==> src/rtl/mycpu_defs_pkg.sv <==
// Shared definitions for the MIPS core pipeline: load opcodes, reset PC and
// the memory-to-writeback bundle layout.
package mycpu_defs;

    localparam logic [2:0] LD_NONE = 3'd0;
    localparam logic [2:0] LD_LB   = 3'd1;
    localparam logic [2:0] LD_LBU  = 3'd2;
    localparam logic [2:0] LD_LH   = 3'd3;
    localparam logic [2:0] LD_LHU  = 3'd4;
    localparam logic [2:0] LD_LW   = 3'd5;
    localparam logic [2:0] LD_LWL  = 3'd6;
    localparam logic [2:0] LD_LWR  = 3'd7;

    localparam logic [31:0] RESET_PC_DEFAULT = 32'hBFC0_0000;

    typedef struct packed {
        logic [31:0] pc;
        logic        gr_we;
        logic [4:0]  dest;
        logic [31:0] alu_result;
        logic [2:0]  ld_op;
        logic [31:0] ld_data;
        logic [31:0] rt_old;
    } ms_to_ws_bus_t;

    localparam int MS_TO_WS_BUS_WD = $bits(ms_to_ws_bus_t);

endpackage

==> src/rtl/load_align.sv <==
// Combinational load-data alignment: byte/halfword extraction with sign or
// zero extension, plus LWL/LWR merging with the old rt value.
module load_align
    import mycpu_defs::*;
(
    input  logic [2:0]  ld_op,
    input  logic [1:0]  off,
    input  logic [31:0] d,
    input  logic [31:0] rt,
    input  logic [31:0] alu_result,
    output logic [31:0] result
);

    logic [7:0]  byte_s;
    logic [15:0] half_s;

    // Select the addressed byte and halfword from the raw word.
    always_comb begin
        byte_s = 8'h00;
        case (off)
            2'd0:    byte_s = d[7:0];
            2'd1:    byte_s = d[15:8];
            2'd2:    byte_s = d[23:16];
            2'd3:    byte_s = d[31:24];
            default: byte_s = 8'h00;
        endcase
        if (off[1]) begin
            half_s = d[31:16];
        end else begin
            half_s = d[15:0];
        end
    end

    // Build the final write-back value for each load kind.
    always_comb begin
        result = alu_result;
        case (ld_op)
            LD_NONE: result = alu_result;
            LD_LB:   result = {{24{byte_s[7]}}, byte_s};
            LD_LBU:  result = {24'h00_0000, byte_s};
            LD_LH:   result = {{16{half_s[15]}}, half_s};
            LD_LHU:  result = {16'h0000, half_s};
            LD_LW:   result = d;
            LD_LWL: begin
                case (off)
                    2'd0:    result = {d[7:0],  rt[23:0]};
                    2'd1:    result = {d[15:0], rt[15:0]};
                    2'd2:    result = {d[23:0], rt[7:0]};
                    2'd3:    result = d;
                    default: result = d;
                endcase
            end
            LD_LWR: begin
                case (off)
                    2'd0:    result = d;
                    2'd1:    result = {rt[31:24], d[31:8]};
                    2'd2:    result = {rt[31:16], d[31:16]};
                    2'd3:    result = {rt[31:8],  d[31:24]};
                    default: result = d;
                endcase
            end
            default: result = alu_result;
        endcase
    end

endmodule

==> src/rtl/mem_wb_stage.sv <==
// Write-back stage: holds the memory-stage result under a valid/allowin
// handshake, aligns load data and drives the register-file write port.
module mem_wb_stage
    import mycpu_defs::*;
#(
    parameter logic [31:0] RESET_PC = RESET_PC_DEFAULT
) (
    input  logic        clk,
    input  logic        resetn,
    input  logic        ms_to_ws_valid,
    output logic        ws_allowin,
    input  logic [31:0] ms_pc,
    input  logic        ms_gr_we,
    input  logic [4:0]  ms_dest,
    input  logic [31:0] ms_alu_result,
    input  logic [2:0]  ms_ld_op,
    input  logic [31:0] ms_ld_data,
    input  logic [31:0] ms_rt_old,
    input  logic        ws_flush,
    output logic        rf_wen,
    output logic [4:0]  rf_waddr,
    output logic [31:0] rf_wdata,
    output logic        ws_fwd_valid,
    output logic [4:0]  ws_fwd_dest,
    output logic [31:0] ws_fwd_data,
    output logic [31:0] debug_wb_pc
);

    logic          ws_valid_r;
    ms_to_ws_bus_t ws_bus_r;
    ms_to_ws_bus_t ms_bus_s;
    logic          ws_ready_go_s;
    logic          accept_s;
    logic [31:0]   wb_result_s;

    assign ws_ready_go_s = 1'b1;
    assign ws_allowin    = !ws_valid_r || ws_ready_go_s;
    // A flush on the same edge wins, so the incoming instruction is not taken.
    assign accept_s      = ms_to_ws_valid && ws_allowin && !ws_flush;

    assign ms_bus_s = '{
        pc:         ms_pc,
        gr_we:      ms_gr_we,
        dest:       ms_dest,
        alu_result: ms_alu_result,
        ld_op:      ms_ld_op,
        ld_data:    ms_ld_data,
        rt_old:     ms_rt_old
    };

    // Stage valid bit and latched instruction bundle.
    always_ff @(posedge clk or negedge resetn) begin
        if (!resetn) begin
            ws_valid_r          <= 1'b0;
            ws_bus_r.pc         <= RESET_PC;
            ws_bus_r.gr_we      <= 1'b0;
            ws_bus_r.dest       <= 5'd0;
            ws_bus_r.alu_result <= 32'h0000_0000;
            ws_bus_r.ld_op      <= LD_NONE;
            ws_bus_r.ld_data    <= 32'h0000_0000;
            ws_bus_r.rt_old     <= 32'h0000_0000;
        end else begin
            if (ws_flush) begin
                ws_valid_r <= 1'b0;
            end else if (ws_allowin) begin
                ws_valid_r <= ms_to_ws_valid;
            end
            if (accept_s) begin
                ws_bus_r <= ms_bus_s;
            end
        end
    end

    load_align u_load_align (
        .ld_op      (ws_bus_r.ld_op),
        .off        (ws_bus_r.alu_result[1:0]),
        .d          (ws_bus_r.ld_data),
        .rt         (ws_bus_r.rt_old),
        .alu_result (ws_bus_r.alu_result),
        .result     (wb_result_s)
    );

    // dest 0 still raises rf_wen; the register file itself ignores r0.
    assign rf_wen       = ws_valid_r && ws_bus_r.gr_we && !ws_flush;
    assign rf_waddr     = ws_bus_r.dest;
    assign rf_wdata     = wb_result_s;
    assign ws_fwd_valid = ws_valid_r && ws_bus_r.gr_we;
    assign ws_fwd_dest  = ws_bus_r.dest;
    assign ws_fwd_data  = wb_result_s;
    assign debug_wb_pc  = ws_bus_r.pc;

endmodule

==> config.mk <==
export PLATFORM = sky130hd
export DESIGN_NAME = mem_wb_stage
export DESIGN_NICKNAME = d
export VERILOG_FILES = /design/src/rtl/mycpu_defs_pkg.sv /design/src/rtl/load_align.sv /design/src/rtl/mem_wb_stage.sv
export SDC_FILE = /design/constraint.sdc
export NUM_CORES = 1
export LEC_CHECK = 0
export ABC_CLOCK_PERIOD_IN_PS = 2100
export BUFFER_PORTS_ARGS = -buffer_cell sky130_fd_sc_hd__buf_2
export CELL_PAD_IN_SITES_DETAIL_PLACEMENT = 0
export CELL_PAD_IN_SITES_GLOBAL_PLACEMENT = 2
export CORE_ASPECT_RATIO = 0.5
export CORE_UTILIZATION = 30
export DETAILED_ROUTE_END_ITERATION = 12
export PLACE_DENSITY_LB_ADDON = 0.1
export RECOVER_POWER = 25
export SLEW_MARGIN = 20
export SYNTH_ARGS = -nofsm -noshare
export SYNTH_HDL_FRONTEND = slang
export SYNTH_SLANG_ARGS = --single-unit
==> constraint.sdc <==
create_clock -name clk -period 2.1 [get_ports clk]
set_clock_uncertainty 0.05 [all_clocks]
set_input_delay 0.21 -clock clk [delete_from_list [all_inputs] [get_ports clk]]
set_output_delay 0.21 -clock clk [all_outputs]
set_load 0.05 [all_outputs]
After elaboration in Yosys (flattened, before gate mapping)
Index checks and enable logic that the tools add are counted.
- equality and inequality tests: 10
- multiplexer cells: 6
- reduce and logical (&&, ||, !) cells: 6
- operators by type and width (kind ; count):
    one-hot mux 32 bit (4 select lines) ; 2
    one-hot mux 32 bit (8 select lines) ; 1
    one-hot mux 8 bit (4 select lines) ; 1
    2-to-1 mux 16 bit ; 1
    == test 3 bit, second input constant ; 4
    == test 3 x 2 -> 1 bit, second input constant ; 2
    == test 2 bit, second input constant ; 2
    == test 3 x 1 -> 1 bit, second input constant ; 1
    logical AND 1 bit ; 3
    logical NOT 3 bit ; 1
    == test 2 x 1 -> 1 bit, second input constant ; 1
    logical NOT 2 bit ; 1
    logical NOT 1 bit ; 1
    2-to-1 mux 1 bit ; 1
- register bits: 138
- input bits: 141
- output and inout port bits: 109
- logic and storage cells: 30

Longest topological paths before layout
Gate-level depths: netlist of the first run.
- depth after elaboration: 3
- gate-level depth with buffers: 9
- mapped depth without buffers: 5

By module
A second synthesis of the first run with hierarchy kept.
- cells, all modules: 693
- area total of the unflattened synthesis: 8515.7 um2
- modules (own cells, without submodules) (module ; instances ; cells an instance ; area each (um2) ; sequential area each (um2)):
    mem_wb_stage ; 1 ; 369 ; 6327.3 ; 3464.6
    load_align ; 1 ; 324 ; 2188.3 ; 0.0

Worst setup path after synthesis of the first run
No wires, ideal clock.
- path kind: flip-flop to output port
- start: reg ws_bus_r[67] (netlist name)
- end: out ws_fwd_data[13]
- data arrival time: 2.486 ns
- data required time: 1.840 ns
- path slack: -0.646 ns
- stages on the path, launching flop included: 8
- buffers on the path: 2
- cell sequence: dfrtp_1 > buf_6 > nor2b_1 > o31ai_4 > or3_1 > o31a_1 > o221ai_1 > buf_4
- longest elaborated chain between the ends: 3
- elaborated cells on any way between the ends: 8
- those cells by class: eq/ne (3); mux (4); reduce/logical (1)
- RTL lines (element ; line ; source):
    == test 2 bit, or another cell as far along ; load_align.sv:20, load_align.sv:45, load_align.sv:54 ;
    one-hot mux 32 bit (4 select lines), or another cell as far along ; load_align.sv:54 ; case (off)
    one-hot mux 32 bit (8 select lines) (*) ; load_align.sv:37 ; case (ld_op)
    to (decl) ; mem_wb_stage.sv:25 ; output logic [31:0] ws_fwd_data,
Every way passes the cells marked *; elsewhere a longest branch is shown, timed or not.

Final worst setup path of the first run
- start: reg ws_bus_r[67] (netlist name)
- end: out rf_wdata[26]
- longest elaborated chain between the ends: 3
- elaborated cells on any way between the ends: 8
- those cells by class: eq/ne (3); mux (4); reduce/logical (1)
- RTL lines (element ; line ; source):
    == test 2 bit, or another cell as far along ; load_align.sv:20, load_align.sv:45, load_align.sv:54 ;
    one-hot mux 32 bit (4 select lines), or another cell as far along ; load_align.sv:54 ;
    one-hot mux 32 bit (8 select lines) (*) ; load_align.sv:37 ;
    to (decl) ; mem_wb_stage.sv:22 ; output logic [31:0] rf_wdata,
Marked as above.

==> summary.txt, run 1 <==
Global route
  – Vias in the first global route: approximately 7500
  – Largest net degree at the start of global routing: between 40 and 50
  – Initial antenna violation count: 1
  – Total GRT Usage: 22.5%
  – First-pass GRT wire length: 45000 microns
  – Total grt overflow: 0

Die
  – Initial Utilization: between 30 and 40%
  – Row cnt: approximately 40
  – I/O pin count: 250
  – Die X: 232 microns
  – Die area: approximately 27000 sq um
  – Height of the die: roughly 120 microns
  – Core box area: approximately 26000 sq um

Setup path
  – CP required: approximately 1.8 ns
  – Worst setup EP type: primary output
  – Setup CP Type: reg -> out
  – CP max stage delay: about 0.40 ns
  – Critical path's top delay family: compound AO/OA/AOI/OAI gates
  – Crit start category: flip-flop
  – Crit path DAT: between 2 and 2.5 ns
  – CP cell instances: buf_6, mux2i_2, and3_4, nor2_4, o21a_4, buf_6, o22a_4, buf_6
  – Slowest CP cell: dfrtp_2
  – Critical path peak fanout: 5
  – Worst path most repeated cell: buf_6
  – Buffers and inverters on the worst path: 3

Power
  – Lkg Pwr: 6.03 nW
  – Cell area power density: 1010 nW/um^2
  – Peak supply drop: between 500 and 600 uV

Finish
  – Fillers: approximately 2300
  – Area delta synth->final: 73.5%
  – Sequential cell area: roughly 3500 sq um
  – Final Net Count: about 1300
  – Multi-input logic area: about 4700 sq um
  – Layout Cells excl Fill: about 1500
  – Layout cells sized above 1: 61.4%

Timing
  – Final setup vio count: 64
  – Worst-Margin Slew: 1.05 ns
  – Setup_tns: -26.95 ns
  – Hold slack final: ~0.37 ns
  – Setup repair after global routing missed its margin: yes
  – Rel. slew slack: around 30%
  – Final worst path period need: 2.60 ns
  – Final hold vios: 0
  – Part of the cycle the worst path needs: 124%
  – Fmax: ~0.39 GHz
  – Slew Viols, Final: 0
  – Setup ws final: -0.496 ns

Placement
  – Placed insts: around 1300
  – I/O Buffers: between 200 and 250
  – Hpwl dp: 21900 microns
  – Final GP Congestion: ~0.87

Drt
  – Drt drc: 0
  – Total Wirelength: 30000 microns
  – WL/cell: 19.7 microns
  – Vias per Instance: between 4 and 5
  – Initial DRC Count: just under 400
  – TritonRoute pass-1 iters: 5
  – Final ANT Viol Nets: 0
  – Via count: ~7400

Logic synthesis
  – Register area share after synthesis: roughly 43%
  – Post-Syn Nets: around 860
  – Async SR Flop Fraction: 100%
  – Yosys Warn Count: 0
  – #FFs+latches synth: around 140
  – Syn_area_per_cell: ~11 sq um
  – Synth Flop Type: dfrtp_1
  – Synthesized cell area: 7970 sq um
  – EDFF count, synth: 0
  – Mapped Cells: between 700 and 800
  – Synth cell types: 56

Clocking
  – Clock transition at path regs: around 0.07 ns
  – Num CTS Buffers: 17
  – CTS Root Cell: clkbuf_16
  – CTS Sinks: 138
  – Worst-Skew Late Latency: 0.44 ns
  – CTS tree: built
  – H-tree depth: 4
  – Clk buf depth: 2

Run status
  – Failing checks: setup timing
  – Status: complete, but fails checks

Worst hold path
  – Hold/Removal Path Class: in -> reg

Job
  – Number of max-cap violations: 0
[final timing paths]
check / startpoint / endpoint / slack [ns] / cells past startpoint
hold reg to reg: ws_bus_r[104] / ws_bus_r[104] / 0.45 / 1
hold / removal: ws_flush / ws_bus_r[61] / 0.37 / 5
min in group asynchronous: resetn / ws_bus_r[91] / 0.43 / 2
setup reg to reg: ws_bus_r[68] / ws_bus_r[68] / 0.75 / 4
max in group asynchronous: resetn / ws_bus_r[64] / 0.17 / 3
setup / recovery: ws_bus_r[67] / rf_wdata[26] / -0.50 / 8
[registers in the layout, indices dropped and copies added, names as in the netlist]
register / cells
ws_valid_r: 1
rf_waddr: 5
debug_wb_pc: 32
ws_bus_r: 100
[Yosys cell counts, drive strengths merged, types with 2 or more instances]
cell type / instances / area (sq um)
a22oi: 5 / 42.5
a21oi: 36 / 180
clkbuf: 9 / 33.8
buf: 113 / 774
o211ai: 3 / 22.5
a222oi: 3 / 30.0
o221ai: 11 / 96.3
and2: 7 / 46.3
o31a: 5 / 43.8
nor2: 36 / 140
nand2: 38 / 145
a31oi: 6 / 37.5
mux2i: 46 / 460
nand3: 4 / 20.0
inv: 2 / 7.51
o22ai: 13 / 81.3
a221oi: 6 / 52.6
o32ai: 2 / 17.5
nor3: 3 / 15.0
o22a: 10 / 87.6
o2bb2ai: 9 / 78.8
clkinv: 2 / 7.51
dfstp: 9 / 236
mux2: 145 / 1630
dfrtp: 129 / 3230
o31ai: 4 / 43.8
a21boi: 2 / 15.0
o21ai: 23 / 119
a211oi: 3 / 22.5
nand2b: 5 / 31.3
nor2b: 10 / 62.6
[worst min-delay path: stages]
cell	delay, ns
clkbuf_1	0.09
nor2b_1	0.06
clkbuf_1	0.25
nand2_1	0.13
o21ai_0	0.06
[cells by family after synthesis]
family	count (synthesis)	synth area share (%)
mux	192	26.6
flops	138	43.5
simple gates	110	6.52
compound gates	148	13.0
buf+inv	126	10.3
other cells	1	0.0471
[placed cells by master (no fill, tap or decap), drive strengths merged, types with 10 or more instances in the layout]
cell type / n
a21oi: 36
inv: 12
o22a: 10
dfrtp: 129
dlygate4sd3: 138
clkbuf: 25
nor2: 36
o221ai: 11
nand2: 38
mux2: 145
o21ai: 23
nor2b: 10
mux2i: 46
buf: 408
o22ai: 13
[per-layer routing]
metal / GRT usage [%] / vias to the layer above / share of wire (%)
met3: 5.50 / 22 / 6.4
met4: 5.26 / 0 / 0.88
met1: 32.7 / 3651 / 49
met5: 0 / - / 0
li1: - / 3466 / -
met2: 33.3 / 211 / 43
[final cells by class]
class                   instances  area share [%]
repair buffers                554            33.7
diodes                          1          0.0181
clock inverters                15            1.10
flip-flops and latches        138            25.1
well taps                     344            3.11
clock buffers                  17            3.08
multi-input cells             451            33.7
inverters                       4           0.118
[power breakdown]
part	switching [mW]	leakage (nW)	total (mW)	internal [mW]
logic	4.17	4.15	7.45	3.28
clock network	1.36	0.283	3.04	1.68
registers	0.384	1.61	3.45	3.07
[what timing repair did]
item,CTS,global route
hold endpoints to repair,172,0
gates resized for setup,195,93
endpoints found under the setup margin,64,64
pin swaps,34,25
buffers inserted,15,15
cloned,0,1
hold buffers,138,0
[per-stage QoR]
stage	util, %	cell area [sq um]	worst slack (ns)	power (mW)
4_1_cts	52.1	13400	-0.531	13.6
3_3_place_gp	41.1	10500	-0.198	9.39
6_report	53.9	13800	-0.496	13.9
2_1_floorplan	-	8430	-0.168	7.78
3_5_place_dp	41.1	10500	-0.269	9.41
5_1_grt	53.9	13800	-0.579	14.5
Note: power is estimated with default switching activity, not from simulation.
==> run 2: changes to the inputs <==
--- a/config.mk
+++ b/config.mk
@@ -7,13 +7,14 @@
 export LEC_CHECK = 0
 export ABC_CLOCK_PERIOD_IN_PS = 2100
 export BUFFER_PORTS_ARGS = -buffer_cell sky130_fd_sc_hd__buf_2
-export CELL_PAD_IN_SITES_DETAIL_PLACEMENT = 0
+export CELL_PAD_IN_SITES_DETAIL_PLACEMENT = 1
 export CELL_PAD_IN_SITES_GLOBAL_PLACEMENT = 2
 export CORE_ASPECT_RATIO = 0.5
 export CORE_UTILIZATION = 30
 export DETAILED_ROUTE_END_ITERATION = 12
 export PLACE_DENSITY_LB_ADDON = 0.1
 export RECOVER_POWER = 25
+export SKIP_CTS_REPAIR_TIMING = 1
 export SLEW_MARGIN = 20
 export SYNTH_ARGS = -nofsm -noshare
 export SYNTH_HDL_FRONTEND = slang
==> summary.txt, run 2 (synthesis gave the netlist of run 1 again) <==
Run status
  – Status: complete, but fails checks
  – Failing checks: setup timing

Setup path
  – Worst R2R Path Depth: 5
  – Critical path peak fanout: 7
  – Worst setup startpoint: ws_bus_r[67]
  – Crit path DAT: approximately 2.4 ns
  – Reg-to-reg slack, setup: roughly 0.81 ns
  – CP required: 1.84 ns
  – Crit start category: flip-flop
  – Worst R2R Start: ws_bus_r[64]
  – Worst setup EP type: primary output
  – Setup CP Type: reg -> out

Clocking
  – Num CTS Buffers: 17
  – CTS Sinks: between 100 and 150
  – CTS tree: built
  – Clock transition at path regs: approximately 0.07 ns
  – Worst-Skew Late Latency: ~0.44 ns
  – H-tree depth: 4
  – Clk buf depth: 2
  – CTS Root Cell: clkbuf_16

Timing
  – Final setup vio count: between 60 and 70
  – Final worst path period need: 2.65 ns
  – Part of the cycle the worst path needs: 126%
  – Setup repair after global routing missed its margin: yes
  – Final hold vios: 0
  – Rel. slew slack: 28.6%
  – Worst-Margin Slew: approximately 1.1 ns
  – Setup_tns: -31.33 ns
  – Slew Viols, Final: 0
  – Fmax: between 0.3 and 0.4 GHz
  – Setup ws final: -0.552 ns

Die
  – Initial Utilization: a little over 30%
  – Height of the die: roughly 120 microns
  – I/O pin count: 250
  – Row cnt: 41
  – Die X: 232 microns
  – Die area: approximately 27000 sq um
  – Core box area: roughly 26000 sq um

Global route
  – Total GRT Usage: ~22%
  – Vias in the first global route: 6946
  – First-pass GRT wire length: approximately 43000 microns
  – Largest net degree at the start of global routing: 48
  – Initial antenna violation count: 0
  – Total grt overflow: 0

Placement
  – Final GP Congestion: 0.874
  – Placed insts: around 1300
  – Hpwl dp: 23000 microns
  – I/O Buffers: 248

Power
  – Power Total: approximately 14 mW
  – Peak supply drop: between 500 and 600 uV
  – Cell area power density: roughly 1000 nW/um^2
  – Lkg Pwr: between 5 and 6 nW

Finish
  – Reg with most FFs: ws_bus_r
  – Layout cells sized above 1: 60.0%
  – Most frequent cells in the layout: buf_2, mux2_2, dlygate4sd3_1, buf_4, dfrtp_1
  – Area delta synth->final: 70.0%
  – Number of flip-flops in the largest register: 100
  – Layout Cells excl Fill: roughly 1500
  – N_diodes: 0
  – Most common cell after layout, fill and taps aside: buf_2
  – Final Net Count: 1307

Drt
  – Initial DRC Count: between 300 and 400
  – Drt drc: 0
  – TritonRoute pass-1 iters: 4
  – Total Wirelength: ~33000 microns
  – Final ANT Viol Nets: 0
  – WL/cell: about 21 microns
  – Via count: between 7000 and 8000
  – Vias per Instance: 4.84

Worst hold path
  – Worst hold stages: 5
  – Hold/Removal Path Class: in -> reg
  – Hold_sp: ws_flush

Job
  – Number of max-cap violations: 0
[run 2: cell count changes in the layout (fill, tap and decap cells not counted), moves of 4 or more]
cell / previous run / this run
a31oi_1: 0 / 4
buf_12: 20 / 15
mux2_4: 7 / 0
mux2_2: 138 / 145
buf_6: 73 / 59
buf_4: 120 / 138
nand2_1: 30 / 34
mux2i_4: 7 / 3
[run 2: per-layer routing]
layer / track usage (%) / share of wire (%) / vias to the layer above
li1: - / - / 3442
met1: 32.4 / 47 / 3724
met2: 30.9 / 45 / 183
met3: 6.69 / 6.7 / 29
met4: 6.23 / 1.3 / 0
met5: 0 / 0 / -
[run 2: metrics by stage]
stage	utilization (%)	setup slack (ns)	area [sq um]	hold WS, ns
floorplan	-	-0.168	8430	-0.136
global placement	41.1	-0.198	10500	0.0947
detailed placement	41.1	-0.287	10500	0.102
CTS	43.4	-0.783	11100	-0.386
global route	52.8	-0.623	13500	0.389
finish	52.8	-0.552	13500	0.318
[run 2: final timing paths]
path,end
setup / recovery,ws_fwd_data[12]
hold / removal,ws_bus_r[61]
setup reg to reg,ws_bus_r[64]
hold reg to reg,debug_wb_pc[14]
max in group asynchronous,ws_bus_r[64]
min in group asynchronous,ws_bus_r[91]
[run 2: final cells by class]
| cell class | instances | area [sq um] |
|---|---|---|
| Timing Repair Buffer | 554 | 4530 |
| Clock inverter | 14 | 164 |
| Inverter | 4 | 20.0 |
| Fill cell | 2694 | 12100 |
| Multi-Input combinational cell | 451 | 4490 |
| Tap cell | 344 | 430 |
| Clock buffer | 18 | 439 |
| Sequential cell | 138 | 3470 |
[run 2: critical path: stages, from the launching register on]
cell	delay [ns]
dfrtp_2	0.43
buf_12	0.14
buf_6	0.11
mux2i_4	0.18
and3_4	0.19
buf_6	0.12
nor3_4	0.12
buf_6	0.18
a211oi_4	0.05
o2bb2ai_4	0.25
buf_8	0.18
[run 2: where the power goes]
| part | internal [mW] | switching [mW] | total [mW] | leakage [nW] |
|---|---|---|---|---|
| clock network | 1.81 | 1.35 | 3.16 | 0.297 |
| registers | 3.07 | 0.389 | 3.46 | 1.61 |
| logic | 3.09 | 4.11 | 7.20 | 4.06 |
| total | 7.97 | 5.85 | 13.8 | 5.96 |
==> run 3: changes to the inputs <==
--- a/config.mk
+++ b/config.mk
@@ -18,4 +18,5 @@
 export SLEW_MARGIN = 20
 export SYNTH_ARGS = -nofsm -noshare
 export SYNTH_HDL_FRONTEND = slang
+export SYNTH_HIERARCHICAL = 1
 export SYNTH_SLANG_ARGS = --single-unit
==> summary.txt, run 3 <==
Clocking
  – H-tree depth: 4
  – CTS tree: built
  – Num CTS Buffers: 17
  – Clk buf depth: 2
  – Worst-Skew Late Latency: about 0.44 ns
  – CTS Sinks: 138
  – Clock transition at path regs: 0.06 ns
  – CTS Root Cell: clkbuf_16

Finish
  – Most common cell after layout, fill and taps aside: buf_2
  – Number of flip-flops in the largest register: 100
  – Util after Layout: about half
  – Layout Cells excl Fill: 1514
  – Area delta synth->final: 58.8%
  – Reg with most FFs: ws_bus_r
  – Most frequent cells in the layout: buf_2, dlygate4sd3_1, dfrtp_1, mux2_4, buf_4
  – Fillers: just under 3000
  – Final Net Count: about 1300
  – Layout cells sized above 1: 59.6%

Die
  – Row cnt: 43
  – Height of the die: roughly 120 microns
  – I/O pin count: 250
  – Core box area: between 20000 and 30000 sq um
  – Die X: about 240 microns
  – Die area: just under 30000 sq um
  – Initial Utilization: a little under a third

Placement
  – Pre-CTS setup slack: -0.327 ns
  – I/O Buffers: between 200 and 250
  – Placed insts: around 1300
  – Final GP Congestion: just over 0.9
  – Hpwl dp: between 20000 and 30000 microns

Logic synthesis
  – Synth area leader: dfrtp_1
  – Synth area leaders: dfrtp_1, mux2_4, buf_4
  – EDFF count, synth: 0
  – Mapped Cells: between 600 and 700
  – Synth Flop Type: dfrtp_1
  – #FFs+latches synth: 138
  – Post-Syn Nets: roughly 830
  – Yosys Warn Count: 6
  – Register area share after synthesis: about two fifths
  – Async SR Flop Fraction: 100%
  – Synth top area share: between 30% and 40%
  – Most common cell in the synthesized netlist: dfrtp_1
  – Synth cell count leaders: dfrtp_1, mux2_4, buf_4, nand2_1
  – Synth cell types: between 50 and 60
  – Synthesized cell area: approximately 8500 sq um
  – Syn_area_per_cell: ~12 sq um

Global route
  – First-pass GRT wire length: 45800 microns
  – Total grt overflow: 0
  – Initial antenna violation count: 1
  – Largest net degree at the start of global routing: 64
  – Total GRT Usage: between 20% and 30%
  – Vias in the first global route: a little under 7000

Setup path
  – Crit path DAT: between 2 and 2.5 ns
  – Critical path's top delay family: buffers and inverters
  – Buffers and inverters on the worst path: 5
  – Worst setup EP type: primary output
  – CP max stage delay: between 0.4 and 0.5 ns
  – Critical path peak fanout: 12
  – CP required: about 1.8 ns
  – CP cell instances: buf_6, inv_1, buf_6, a22oi_1, o21ai_1, buf_4, o32a_2, buf_4
  – Crit start category: flip-flop
  – Levels on crit path: 8
  – Worst R2R Path Depth: 3
  – Slowest CP cell: dfrtp_2
  – Setup CP Type: reg -> out

Job
  – Number of max-cap violations: 0

Power
  – Cell area power density: 1070 nW/um^2
  – Lkg Pwr: roughly 6 nW
  – Peak supply drop: 638 uV
  – Power Total: 14.4 mW

Timing
  – Rel. slew slack: 21.5%
  – Final hold vios: 0
  – Part of the cycle the worst path needs: 128%
  – Final setup vio count: 64
  – Slew Viols, Final: 0
  – Setup repair after global routing missed its margin: yes
  – Hold slack final: ~0.0075 ns
  – Worst-Margin Slew: ~1.2 ns
  – Final worst path period need: 2.68 ns
  – Setup ws final: -0.585 ns
  – Fmax: 0.372 GHz

Drt
  – Initial DRC Count: around 460
  – Drt drc: 0
  – Via count: 7264
  – Total Wirelength: roughly 34000 microns
  – Final ANT Viol Nets: 0
  – WL/cell: ~23 microns
  – TritonRoute pass-1 iters: 5
  – Vias per Instance: about 4.8

Run status
  – Status: complete, but fails checks
  – Failing checks: setup timing

Worst hold path
  – Worst hold stages: 2
  – Hold/Removal Path Class: in -> reg
[run 3: cell count changes in the layout (fill, tap and decap cells not counted), sizes merged, moves of 5 or more]
cell     previous run  this run
mux2i              46        34
o21a                1         6
o211ai              3        14
nor2b              10         2
o221ai             11         0
a21oi              36        27
o2bb2ai             9         0
buf               406       377
o31a                5         0
o22ai              13        23
[run 3: path summary, 6_finish.rpt]
kind | slack (ns) | end | start
max in group asynchronous | 0.28 | ws_bus_r[67] | resetn
max reg2reg | 0.83 | ws_bus_r[68] | ws_bus_r[68]
min reg2reg | 0.45 | debug_wb_pc[12] | debug_wb_pc[12]
min | 0.007 | ws_bus_r[9] | ms_rt_old[9]
min in group asynchronous | 0.50 | ws_bus_r[53] | resetn
max | -0.58 | ws_fwd_data[11] | ws_bus_r[68]
[run 3: layout make-up]
cell class                      instances  area, sq um  area share [%]
Tap cell                              382          478            3.53
Sequential cell                       138         3470            25.7
Clock buffer                           21          450            3.33
Timing Repair Buffer                  525         4310            31.9
Antenna cell                            2         5.00          0.0370
Clock inverter                         11          124           0.916
Multi-Input combinational cell        434         4680            34.6
Inverter                                1         3.75          0.0278
[run 3: cells by family after synthesis]
| kind of cell | share of synthesized area, % |
|---|---|
| other | 0.0440 |
| muxes | 29.1 |
| buffers and inverters | 12.3 |
| and+or+nand+nor | 5.41 |
| xor gates and xnor gates | 0.206 |
| AOI/OAI and AO/OA | 12.2 |
| DFF | 40.7 |
[run 3: power by group]
| group | switching, mW | internal [mW] | leakage (nW) |
|---|---|---|---|
| registers | 0.449 | 3.07 | 1.61 |
| logic | 4.53 | 3.38 | 4.26 |
| clock network | 1.24 | 1.78 | 0.273 |
| total | 6.22 | 8.23 | 6.14 |
[run 3: per-layer routing]
layer	track usage (%)	vias up	part of all wire [%]
met5	0	-	0.038
met4	6.49	2	1.5
met3	5.66	36	6.2
met2	29.8	247	44
met1	33.8	3683	49
li1	-	3296	-
[run 3: through the flow]
stage / instance area [sq um] / setup TNS (ns)
CTS: 11100 / -40.88
global placement: 10500 / -7.44
global route: 13500 / -36.50
finish: 13500 / -31.21
detailed placement: 10500 / -8.80
floorplan: 8790 / -0.486
